File: config.mk
export PLATFORM = sky130hd
export DESIGN_NAME = mp_product_assembler
export DESIGN_NICKNAME = d
export VERILOG_FILES = /design/src/rtl/mp_pkg.sv /design/src/rtl/mp_carry_resolve.sv /design/src/rtl/mp_product_assembler.sv
export SDC_FILE = /design/constraint.sdc
export NUM_CORES = 1
export LEC_CHECK = 0
export ABC_CLOCK_PERIOD_IN_PS = 2800
export CORE_ASPECT_RATIO = 1.5
export CORE_MARGIN = 4
export CORE_UTILIZATION = 58
export DETAILED_ROUTE_END_ITERATION = 12
export DONT_BUFFER_PORTS = 1
export GPL_ROUTABILITY_DRIVEN = 0
export HOLD_SLACK_MARGIN = 0.05
export PLACE_DENSITY_LB_ADDON = 0.1
export SKIP_LAST_GASP = 1
export SLEW_MARGIN = 20
export SYNTH_ARGS = -nofsm -noshare
export SYNTH_HDL_FRONTEND = slang
export SYNTH_HIERARCHICAL = 1
export SYNTH_SLANG_ARGS = --single-unit
File: constraint.sdc
create_clock -name clk -period 2.8 [get_ports clk]
set_clock_uncertainty 0.2 [all_clocks]
set_input_delay 0.84 -clock clk [delete_from_list [all_inputs] [get_ports clk]]
set_output_delay 0.84 -clock clk [all_outputs]
set_load 0.005 [all_outputs]
File: src/rtl/mp_pkg.sv
`default_nettype none
// ============================================================================
// Package     : mp_pkg
// Description : Shared constants and types for the sliced multi-precision
//               multiplier output path (digit widths, assembler FSM states,
//               digit+carry pair).
// Revision    : 1.0 - initial release
// ============================================================================
package mp_pkg;

  // Width of one resolved product digit (middle-slice sum field).
  localparam int DIGIT_W = 56;
  // Width of the upper-slice carry field; weight is 2^DIGIT_W of its digit.
  localparam int CARRY_W = 2;

  // Product assembler control states.
  typedef enum logic [1:0] {
    ST_IDLE    = 2'd0,
    ST_COLLECT = 2'd1,
    ST_FLUSH   = 2'd2,
    ST_DONE    = 2'd3
  } asm_state_e;

  // One element of the slice result stream.
  typedef struct packed {
    logic [DIGIT_W-1:0] sum;
    logic [CARRY_W-1:0] carry;
  } digit_pair_t;

endpackage : mp_pkg
`default_nettype wire

File: src/rtl/mp_carry_resolve.sv
`default_nettype none
// ============================================================================
// Module      : mp_carry_resolve
// Description : Combinational carry resolution for one digit position:
//               digit = in_sum + prev_carry + prop (low DIGIT_W bits), and the
//               bit above becomes the new single-bit propagate.
// Revision    : 1.0 - initial release
// ============================================================================
module mp_carry_resolve #(
  parameter int DIGIT_W = mp_pkg::DIGIT_W,
  parameter int CARRY_W = mp_pkg::CARRY_W
) (
  input  logic [DIGIT_W-1:0] in_sum,
  input  logic [CARRY_W-1:0] prev_carry,
  input  logic               prop,
  output logic [DIGIT_W-1:0] digit,
  output logic               prop_out
);
  import mp_pkg::*;

  // One bit of headroom is enough: (2^DIGIT_W - 1) + 3 + 1 < 2^(DIGIT_W+1).
  logic [DIGIT_W:0] w_acc;

  // Add the incoming sum digit, the carry left by the previous digit and the propagate bit.
  always_comb begin
    w_acc = {1'b0, in_sum} + (DIGIT_W+1)'(prev_carry) + (DIGIT_W+1)'(prop);
  end

  assign digit    = w_acc[DIGIT_W-1:0];
  assign prop_out = w_acc[DIGIT_W];

endmodule : mp_carry_resolve
`default_nettype wire

File: src/rtl/mp_product_assembler.sv
`default_nettype none
// ============================================================================
// Module      : mp_product_assembler
// Description : Collects NUM_DIGITS sum/carry digits from the multiplier
//               slices LSD-first, resolves the carries, packs one wide product
//               and offers it on a valid/ready handshake.
//               Optional macro MP_ASM_PROTO_CHECK_EN builds a sticky protocol
//               error flag (err); without it err is tied low.
// Revision    : 1.0 - initial release
// ============================================================================
module mp_product_assembler #(
  parameter int DIGIT_W    = mp_pkg::DIGIT_W,
  parameter int CARRY_W    = mp_pkg::CARRY_W,
  parameter int NUM_DIGITS = 4,
  // Derived; do not override.
  parameter int PROD_W     = NUM_DIGITS*DIGIT_W + 3
) (
  input  logic               clk,
  input  logic               rst_n,
  input  logic               en,
  input  logic               in_valid,
  output logic               in_ready,
  input  logic [DIGIT_W-1:0] in_sum,
  input  logic [CARRY_W-1:0] in_carry,
  output logic               out_valid,
  input  logic               out_ready,
  output logic [PROD_W-1:0]  prod,
  output logic               err
);
  import mp_pkg::*;

  localparam int CNT_W = (NUM_DIGITS > 1) ? $clog2(NUM_DIGITS) : 1;
  localparam logic [CNT_W-1:0] C_LAST_DIGIT = CNT_W'(NUM_DIGITS-1);

  asm_state_e           state_q,      state_d;
  logic [CNT_W-1:0]     cnt_q,        cnt_d;
  logic [PROD_W-1:0]    prod_q,       prod_d;
  logic                 prop_q,       prop_d;
  logic [CARRY_W-1:0]   prev_carry_q, prev_carry_d;
  logic                 in_ready_q,   in_ready_d;
  logic                 out_valid_q,  out_valid_d;

  logic                 w_accept;
  logic [DIGIT_W-1:0]   w_digit;
  logic                 w_prop;
  logic [2:0]           w_top;

  // in_ready is registered and high exactly while in COLLECT.
  assign w_accept = in_valid & in_ready_q;

  // Final top field: leftover carry of the last digit plus the propagate (max 4).
  assign w_top = 3'(prev_carry_q) + 3'(prop_q);

  mp_carry_resolve #(
    .DIGIT_W (DIGIT_W),
    .CARRY_W (CARRY_W)
  ) u_carry_resolve (
    .in_sum     (in_sum),
    .prev_carry (prev_carry_q),
    .prop       (prop_q),
    .digit      (w_digit),
    .prop_out   (w_prop)
  );

  // Next-state and datapath update for the collect/flush/present sequence.
  always_comb begin
    state_d      = state_q;
    cnt_d        = cnt_q;
    prod_d       = prod_q;
    prop_d       = prop_q;
    prev_carry_d = prev_carry_q;
    in_ready_d   = in_ready_q;
    out_valid_d  = out_valid_q;

    case (state_q)
      ST_IDLE: begin
        // in_valid is deliberately ignored here, even alongside en.
        if (en) begin
          state_d      = ST_COLLECT;
          cnt_d        = '0;
          prod_d       = '0;
          prop_d       = 1'b0;
          prev_carry_d = '0;
          in_ready_d   = 1'b1;
        end
      end

      ST_COLLECT: begin
        if (w_accept) begin
          for (int k = 0; k < NUM_DIGITS; k++) begin
            if (cnt_q == CNT_W'(k)) begin
              prod_d[k*DIGIT_W +: DIGIT_W] = w_digit;
            end
          end
          prop_d       = w_prop;
          prev_carry_d = in_carry;
          cnt_d        = cnt_q + CNT_W'(1);
          if (cnt_q == C_LAST_DIGIT) begin
            state_d    = ST_FLUSH;
            in_ready_d = 1'b0;
          end
        end
      end

      ST_FLUSH: begin
        prod_d[PROD_W-1 -: 3] = w_top;
        state_d               = ST_DONE;
        out_valid_d           = 1'b1;
      end

      ST_DONE: begin
        if (out_ready) begin
          state_d     = ST_IDLE;
          out_valid_d = 1'b0;
        end
      end

      default: begin
        state_d     = ST_IDLE;
        in_ready_d  = 1'b0;
        out_valid_d = 1'b0;
      end
    endcase
  end

  // State and registered outputs; async reset discards any partial product.
  always_ff @(posedge clk or negedge rst_n) begin
    if (!rst_n) begin
      state_q      <= ST_IDLE;
      cnt_q        <= '0;
      prod_q       <= '0;
      prop_q       <= 1'b0;
      prev_carry_q <= '0;
      in_ready_q   <= 1'b0;
      out_valid_q  <= 1'b0;
    end else begin
      state_q      <= state_d;
      cnt_q        <= cnt_d;
      prod_q       <= prod_d;
      prop_q       <= prop_d;
      prev_carry_q <= prev_carry_d;
      in_ready_q   <= in_ready_d;
      out_valid_q  <= out_valid_d;
    end
  end

  assign in_ready  = in_ready_q;
  assign out_valid = out_valid_q;
  assign prod      = prod_q;

`ifdef MP_ASM_PROTO_CHECK_EN
  logic err_q, err_d;
  logic w_bad_valid;
  logic w_bad_en;

  // Digits are only legal while collecting; start pulses only while idle.
  assign w_bad_valid = in_valid & (state_q != ST_COLLECT);
  assign w_bad_en    = en & (state_q != ST_IDLE);

  // Sticky error flag, cleared only by reset.
  always_comb begin
    err_d = err_q | w_bad_valid | w_bad_en;
  end

  // Error flag register.
  always_ff @(posedge clk or negedge rst_n) begin
    if (!rst_n) begin
      err_q <= 1'b0;
    end else begin
      err_q <= err_d;
    end
  end

  assign err = err_q;
`else
  assign err = 1'b0;
`endif

endmodule : mp_product_assembler
`default_nettype wire

**Yosys cells after proc, flatten, opt, wreduce, memory -nomap -nowiden**

Index checks and enable logic that the tools add are counted.
Widths: inputs -> output; s select.

- Add/sub/neg operators: 4
- Multipliers: 0
- Divide/modulo/power cells: 0
- $lt $le $gt $ge: 0
- Equality and inequality tests: 13
- Shifts and indexed selects: 0
- Multiplexer cells: 27
- Bitwise gates (word level): 1
- Reduce and logical (&&, ||, !) cells: 13

Operators by type and width:

| operator | count |
|---|---|
| $pmux 224 s2 | 1 |
| $mux 227 | 1 |
| $mux 224 | 1 |
| $mux 56 | 4 |
| $add 56x2->57 | 1 |
| $add 57x1->57 | 1 |
| $reduce_and 4->1 | 5 |
| $mux 2 | 7 |
| $ne 2x2->1 const B | 7 |
| $eq 2x2->1 const B | 4 |
| $pmux 2 s2 | 2 |
| $pmux 2 s4 | 1 |
| $mux 1 | 6 |
| $pmux 1 s2 | 3 |
| $pmux 3 s2 | 1 |
| $reduce_bool 2->1 | 3 |
| $eq 2x1->1 const B | 2 |
| $logic_not 2->1 | 2 |
| $reduce_and 2->1 | 2 |
| $add 2x1->3 | 1 |
| $reduce_and 3->1 | 1 |
| $add 2x1->2 const B | 1 |
| $and 1x1->1 | 1 |

- Flip-flop bits (word level): 236
- Bits in latches: 0
- RAM bits: 0
- Memory bits (read-only): 0
- Input port bits: 63
- Output and inout port bits: 230
- Word-level logic and storage cells: 69
- Memories kept: 0

**Logic depth before layout (Yosys ltp)**

Gate-level depths: netlist of the first run.

- Word-level depth: 5
- Mapped depth: 10

**Hierarchy**

The synthesis of the first run kept the hierarchy.

By module, submodules not included:

| module | instances | cells each | area each (um2) | sequential area each (um2) |
|---|---|---|---|---|
| mp_product_assembler | 1 | 848 | 10187.3 | 5905.7 |
| mp_carry_resolve | 1 | 175 | 1231.2 | 0.0 |

**Worst setup path after synthesis of the first run**

No wires, ideal clock.

- Kind: input port to flip-flop
- Start: input in_sum[0]
- End: register prod_q[160] (netlist: prod[160])
- Library setup time: 0.122 ns
- Arrival time: 2.822 ns
- Required time: 2.478 ns
- Setup slack: -0.344 ns
- Stages on the path: 9
- Path through: fa_1 inv_1 fa_1 and4b_1 nand4_4 nor3_1 nand3_1 xnor2_1 a32o_1

- Word-level cells in the longest chain between the ends: 5

RTL lines:

| item | RTL line | text |
|---|---|---|
| start: declaration | mp_product_assembler.sv:23 | `input logic [DIGIT_W-1:0] in_sum,` |
| $add 56x2->57 | mp_carry_resolve.sv:26 | `w_acc = {1'b0, in_sum} + (DIGIT_W+1)'(prev_carry) + (DIGIT_W+1)'(prop);` |
| $add 57x1->57 | mp_carry_resolve.sv:26 |  |
| net w_digit[48] | mp_product_assembler.sv:44 | `logic [DIGIT_W-1:0] w_digit;` |
| $mux 56 | mp_product_assembler.sv:91 | `if (cnt_q == CNT_W'(k)) begin` |
| $mux 224 | mp_product_assembler.sv:89 | `if (w_accept) begin` |
| $pmux 224 s2 | mp_product_assembler.sv:75 | `case (state_q)` |
| end signal: assignment | mp_product_assembler.sv:139 | `prod_q <= prod_d;` |
| end: declaration | mp_product_assembler.sv:37 | `logic [PROD_W-1:0] prod_q, prod_d;` |

The timed path passes the listed nets, and every way through them passes these cells. The select of a mux whose other input is x is not followed.
A chain may end at the register's enable or synchronous reset.

**Worst setup path in the final report of the first run**

- Start: register prev_carry_q[0]
- End: register prod_q[204] (netlist: prod[204])

- Word-level cells in the longest chain between the ends: 5

RTL lines:

| item | RTL line | text |
|---|---|---|
| start: declaration | mp_product_assembler.sv:39 | `logic [CARRY_W-1:0] prev_carry_q, prev_carry_d;` |
| start signal: assignment | mp_product_assembler.sv:141 | `prev_carry_q <= prev_carry_d;` |
| $add 56x2->57 | mp_carry_resolve.sv:26 |  |
| $add 57x1->57 | mp_carry_resolve.sv:26 |  |
| net w_digit[36] | mp_product_assembler.sv:44 |  |
| $mux 56 | mp_product_assembler.sv:91 |  |
| $mux 224 | mp_product_assembler.sv:89 |  |
| $pmux 224 s2 | mp_product_assembler.sv:75 |  |

The timed path passes the listed nets, and every way through them passes these cells. The select of a mux whose other input is x is not followed.

==> flow_summary_export.csv, run 1 <==
group,metric,value,unit
sta,drv_slew,0,
cts,clkSinkCount,236,
logic_synthesis,synth_common_cells,"dfrtp_1 (236), mux2i_1 (177), o21ai_0 (161), inv_1 (66), a32o_1 (45)",
global_routing,antenna_found_initial,0,
job,max-cap-violations,0,
critical_path,max_stage_delay,410,ps
run_status,status,"finished, violations left",
logic_synthesis,synth_area,0.0114,mm²
sta,maxSlewHeadroom,60.4,%
logic_synthesis,yosys.cell_count.top_type,"dfrtp_1",
critical_path,crit_family,"simple AND/OR/NAND/NOR gates",
power_and_ir_drop,powerDensity,533,mW/mm²
global_routing,grt_pass1_vias,8244,
cts,clk_pin_slew,70,ps
floorplanning,die_y,180,µm
logic_synthesis,postSynthCellCount,1023,
global_routing,grt_max_degree,237,
route,drt_iter0_drc,515,
placement,placed_cells,1254,
logic_synthesis,async_reset_ff_share,100,%
sta,tightest_slew,592,ps
route,avgViaCountPerCell,6.27,
critical_path,cp_cell_sequence,"fa_2 -> inv_2 -> fa_2 -> and4b_2 -> nand4_4 -> nor4_2 -> nand3_1 -> xnor2_2 -> buf_4 -> a32o_1",
floorplanning,io_pins,293,
global_routing,overflow,0,
floorplanning,dieArea,0.0220,mm²
logic_synthesis,synth.avg_cell_area,11.2,µm²
critical_path,slowest_stage,"dfrtp_1",
logic_synthesis,ys_warn_count,6,
finish,nFillCells,1540,
cts,clock_latency,510,ps
logic_synthesis,ys_ff_latch,236,
route,ant_nets,0,
critical_path,required,2990,ps
placement,dpl.hpwl,22100,µm
critical_path,path_buf_inv,2,
critical_path,path_class,"reg -> reg",
power_and_ir_drop,leakagePower,7.20,nW
run_status,violations,"negative hold slack, negative setup slack",
critical_path,crit_arrival,3020,ps
logic_synthesis,synth_edf_count,0,
route,drt_pass1_iterations,4,
cts,cts_buffers,23,
cts,cts_tree,"built",
finish,syn_to_final_growth,13.1,%
logic_synthesis,synth_flop_cell,"dfrtp_1",
sta,fin_crit_sh,101,%
logic_synthesis,netlist.area_leader.share,51.7,%
route,drt-total-wl,32400,µm
critical_path,cpMostUsedCell,"fa_2",
logic_synthesis,synth_area_leader_cell,"dfrtp_1",
logic_synthesis,syn-num-nets,1101,
finish,fin_cells,1300,
placement,place_ws,-473,ps
cts,cts_htree_levels,1,
floorplanning,start_util,59.4,%
global_routing,grt_pass1_wl,49700,µm
critical_path,setup.worst_path.end_class,"flop",
cts,root_buffer,"clkbuf_16",
critical_path,startpoint_type,"flop",
sta,setup_violations,3,
power_and_ir_drop,max-vdd-ir-drop,0.434,mV
cts,cts_buffer_depth,3,
route,num_vias,8157,
route,wire_per_inst,24.9,µm
min_path,hold_class,"in -> async",
finish,final_nets,1105,
sta,whs,-183,ps
sta,final_hold_viol_count,236,
floorplanning,coreArea,0.0192,mm²
logic_synthesis,seq_area_frac_synth,51.7,%
critical_path,crit_path_max_fanout,4,
logic_synthesis,ys_top_cells_by_area,"dfrtp_1 (52%), mux2i_1 (16%), o21ai_0 (7.1%)",
logic_synthesis,synth_cell_types,46,
sta,rsz0062_at_grt,"yes",
sta,max_freq,0.353,GHz
floorplanning,fp.dieW,123,µm
finish,drive_above_1_share,14.0,%
floorplanning,row_count,62,
sta,setup_slack,-30.0,ps
sta,period_needed,2830,ps
finish,num_antenna_cells,0,
global_routing,track_usage,28.5,%
placement,port_buffers,0,
route,drc,0,
-- flip-flops by register name (all words and copies together), names as in the netlist --
| signal | flops |
|---|---|
| in_ready | 1 |
| state_q | 2 |
| out_valid | 1 |
| prop_q | 1 |
| prod | 227 |
| prev_carry_q | 2 |
| cnt_q | 2 |
-- routing by layer --
layer  wire, µm  global-route usage, %  vias to the layer above
met5          0                      0                        -
met4       1180                   9.55                        0
met3       3330                   10.8                       59
met2      16200                   46.9                      307
met1      11700                   34.4                     4146
li1           -                      -                     3645
-- report_power, final --
part	switching [W]	internal, W
Clock	0.00135	0.00197
Sequential	0	0.00341
Combinational	0.0000869	0.0000626
Total	0.00144	0.00544
-- final timing paths --
check	start	end	slack, ps	depth (start not counted)
min in group clk	out_ready	out_valid	240	1
min reg2reg	prod[209]	prod[209]	330	1
min	rst_n	prod[122]	-180	0
max reg2reg	prev_carry_q[0]	prod[204]	-30	10
max	prev_carry_q[0]	prod[204]	-30	10
max in group asynchronous	rst_n	prod[128]	2180	0
-- worst register-to-register path, delay by kind of cell, from the launching register on --
kind,cells,cell delay [ps]
adder cells (fa/ha/maj),2,580
XOR/XNOR,1,180
flip-flops,1,410
AO/OA/AOI/OAI,1,210
AND/OR/NAND/NOR,4,960
buffers and inverters,2,190
-- placed cells by master, fill, tap and decap left out, drive strengths merged, types with 17 or more instances in the layout --
cell type	n
xnor2	42
nand3	26
inv	67
buf	55
and3	17
dfrtp	236
clkbuf	28
o21ai	182
mux2i	177
a32o	45
nand4	26
nand2	35
-- cells by family (layout without fill, tap and decap cells) --
| logic type | after synthesis | after routing | synth area share (%) |
|---|---|---|---|
| flops | 236 | 236 | 51.7 |
| compound gates | 244 | 244 | 13.1 |
| fa+ha+maj | 15 | 15 | 1.78 |
| buf+inv | 142 | 163 | 5.69 |
| simple gates | 153 | 153 | 7.91 |
| other cells | 1 | 1 | 0.0328 |
| mux | 178 | 178 | 15.6 |
| xor+xnor | 54 | 54 | 4.14 |
-- per-stage QoR --
step	TNS [ps]	hold WS, ps	area [µm²]	utilization, %	total power (W)
2_1_floorplan	-3310	289	11500	-	0.00357
3_3_place_gp	-30080	311	11900	62.0	0.00361
3_5_place_dp	-37150	315	11900	62.0	0.00361
4_1_cts	-8.11	-195	12800	66.3	0.00693
5_1_grt	-2220	-208	12900	67.1	0.00711
6_report	-77.3	-183	12900	67.1	0.00688
-- what timing repair did --
action,in CTS,in global routing
hold endpoints to repair,236,236
gates cloned,0,0
pin swaps,1,10
gates resized for setup,2,27
setup buffers,1,3
endpoints found under the setup margin,2,94
-- cell type report --
type | instances | area, µm² | area share (%)
Clock inverter | 14 | 191 | 1.48
Timing Repair Buffer | 55 | 529 | 4.10
Sequential cell | 236 | 5910 | 45.7
Inverter | 66 | 248 | 1.92
Tap cell | 256 | 320 | 2.48
Multi-Input combinational cell | 645 | 5100 | 39.5
Clock buffer | 28 | 624 | 4.83
Power figures use the tool's default switching activity.
==> run 2, diff against run 1 <==
- GPL_ROUTABILITY_DRIVEN: 0 -> not set
==> results of run 2 <==
Same layout as run 1: the final DEF is identical, and so are final timing and power.
==> run 3, diff against run 2 <==
- SETUP_SLACK_MARGIN: not set -> 0.3
==> run 3 against run 2 <==
The flow still finishes with violations (negative hold slack, negative setup slack); wire length is 1.0% higher; first-iteration DRC count up 6.8%; non-clock buffer count is 10 higher; combinational power grew 13%; worst setup slack better by 16 ps; sequential share of layout area shrank 1.2 points; critical path depth increased by 2; critical path type unchanged; largest cell class unchanged; largest power group unchanged; highest routed layer unchanged.
==> flow_summary_export.csv, run 3 (same netlist as run 1, synthesis figures left out) <==
group,metric,value,unit
run_status,status,"finished, violations left",
run_status,violations,"negative hold slack, negative setup slack",
placement,dpl.hpwl,22100,µm
placement,gp_congestion,0.842,
sta,timing.setup.tns,-21.3,ps
sta,maxSlewHeadroom,60.4,%
sta,drv_slew,0,
global_routing,grt_pass1_wl,49500,µm
cts,clkSinkCount,236,
cts,clock_latency,500,ps
power_and_ir_drop,leakagePower,7.34,nW
finish,nFillCells,1512,
critical_path,setup.worst_path.end_class,"flop",
global_routing,grt_max_degree,237,
route,drc,0,
power_and_ir_drop,internal_power,0.00517,W
cts,cts_htree_levels,1,
finish,drive_above_1_share,19.1,%
finish,final_cell_mix,"dfrtp_1 (236), mux2i_1 (177), o21ai_0 (161), buf_4 (46), a32o_1 (45)",
sta,fin_crit_sh,100,%
power_and_ir_drop,comb_power_share,2.6,%
floorplanning,row_count,62,
finish,syn_to_final_growth,16.1,%
route,num_vias,8205,
sta,max_freq,0.355,GHz
route,ant_nets,0,
sta,setup_violations,2,
floorplanning,dieArea,0.0220,mm²
route,drt_iter0_drc,550,
route,drt_pass1_iterations,5,
placement,placed_cells,1250,
finish,num_antenna_cells,0,
power_and_ir_drop,net-switching-power,0.00138,W
global_routing,antenna_found_initial,0,
placement,port_buffers,0,
finish,largest_reg_flops,227,
critical_path,crit_arrival,3040,ps
floorplanning,start_util,59.4,%
critical_path,cpMostUsedCell,"fa_2",
global_routing,track_usage,28.6,%
finish,final_area,0.0133,mm²
critical_path,max_stage_delay,370,ps
sta,rsz0062_at_grt,"yes",
critical_path,cp_cell_sequence,"fa_2 -> inv_2 -> fa_2 -> and4b_2 -> nand4_4 -> buf_12 -> nor4_4 -> buf_6 -> nand4_1 -> xnor2_1 -> inv_1 -> mux2i_1",
floorplanning,coreArea,0.0192,mm²
min_path,hold_class,"in -> async",
sta,tightest_slew,594,ps
global_routing,overflow,0,
critical_path,startpoint_type,"flop",
cts,clk_pin_slew,60,ps
cts,root_buffer,"clkbuf_16",
finish,final_nets,1115,
sta,final_hold_viol_count,236,
critical_path,slowest_stage,"dfrtp_1",
global_routing,grt_pass1_vias,8409,
job,max-cap-violations,0,
finish,fin_cells,1308,
route,drt-total-wl,32700,µm
power_and_ir_drop,switching_share,21.1,%
power_and_ir_drop,max-vdd-ir-drop,0.520,mV
floorplanning,die_y,180,µm
sta,whs,-170,ps
placement,postPlaceCellArea,0.0120,mm²
floorplanning,fp.dieW,123,µm
power_and_ir_drop,power_frac_seq,52.0,%
cts,cts_buffers,23,
finish,final_util,68.9,%
power_and_ir_drop,p_clk_share,45.4,%
route,avgViaCountPerCell,6.27,
cts,cts_tree,"built",
sta,setup_slack,-14.0,ps
critical_path,crit_path_max_fanout,5,
critical_path,required,3020,ps
cts,cts_buffer_depth,3,
route,wire_per_inst,25.0,µm
floorplanning,io_pins,293,
power_and_ir_drop,powerDensity,494,mW/mm²
finish,final_common_cell,"dfrtp_1",
sta,period_needed,2810,ps
critical_path,path_class,"reg -> reg",
==> run 3: cell types whose count changed in the layout (fill, tap and decap cells not counted), sizes merged <==
cell	before	now
buf	55	65
bufinv	4	1
clkbuf	28	31
clkinv	8	7
inv	67	66
==> run 3: per-layer routing <==
metal	vias to the layer above	global-route usage, %	share of wire (%)	wire [µm]
li1	3668	-	-	-
met1	4164	32.0	35	11400
met2	297	48.4	51	16700
met3	76	10.9	10	3370
met4	0	11.6	4.0	1320
met5	-	0	0	0
==> run 3: path summary, 6_finish.rpt <==
kind,startpoint,endpoint,slack (ps),cells after the start
min reg2reg,prod[151],prod[151],330,1
max reg2reg,prev_carry_q[0],prod[98],-10,12
min,rst_n,prod[122],-170,0
min in group clk,out_ready,out_valid,240,1
max,prev_carry_q[0],prod[98],-10,12
max in group asynchronous,rst_n,prod[193],2050,0
==> run 3: through the flow <==
stage | setup WS (ps) | total power (W)
after floorplan | -127 | 0.00358
after detailed placement | -381 | 0.00362
final | -14.0 | 0.00655
after global routing | -127 | 0.00676
after global placement | -371 | 0.00362
after CTS | 24.2 | 0.00659
==> run 3: power by group through the flow <==
stage | sequential (W) | clock (W) | combinational [W]
after floorplan | 0.00347 | 0 | 0.000102
after global placement | 0.00347 | 0 | 0.000148
after detailed placement | 0.00347 | 0 | 0.000148
after CTS | 0.00341 | 0.00302 | 0.000156
after global routing | 0.00341 | 0.00317 | 0.000180
final | 0.00341 | 0.00297 | 0.000168
==> run 3: critical path: cells and delay by family (launching register included) <==
kind | cells | cell delay (ps)
XOR/XNOR | 1 | 180
AND/OR/NAND/NOR | 4 | 770
flip-flops | 1 | 370
adder cells (fa/ha/maj) | 2 | 570
buffers and inverters | 4 | 490
multiplexers | 1 | 140
==> run 3: final cells by class <==
cell class / instances / area (µm²) / share of cell area (%)
well taps: 256 / 320 / 2.42
flip-flops and latches: 236 / 5910 / 44.6
inverters: 66 / 248 / 1.87
clock inverters: 9 / 76.3 / 0.576
clock buffers: 31 / 636 / 4.80
multi-input cells: 645 / 5430 / 41.0
repair buffers: 65 / 638 / 4.81
==> run 3: timing repair <==
action,in CTS,in global routing
endpoints found under the hold margin,236,236
pin swaps,23,42
gates resized for setup,41,57
endpoints found under the setup margin,111,158
buffers inserted,8,10
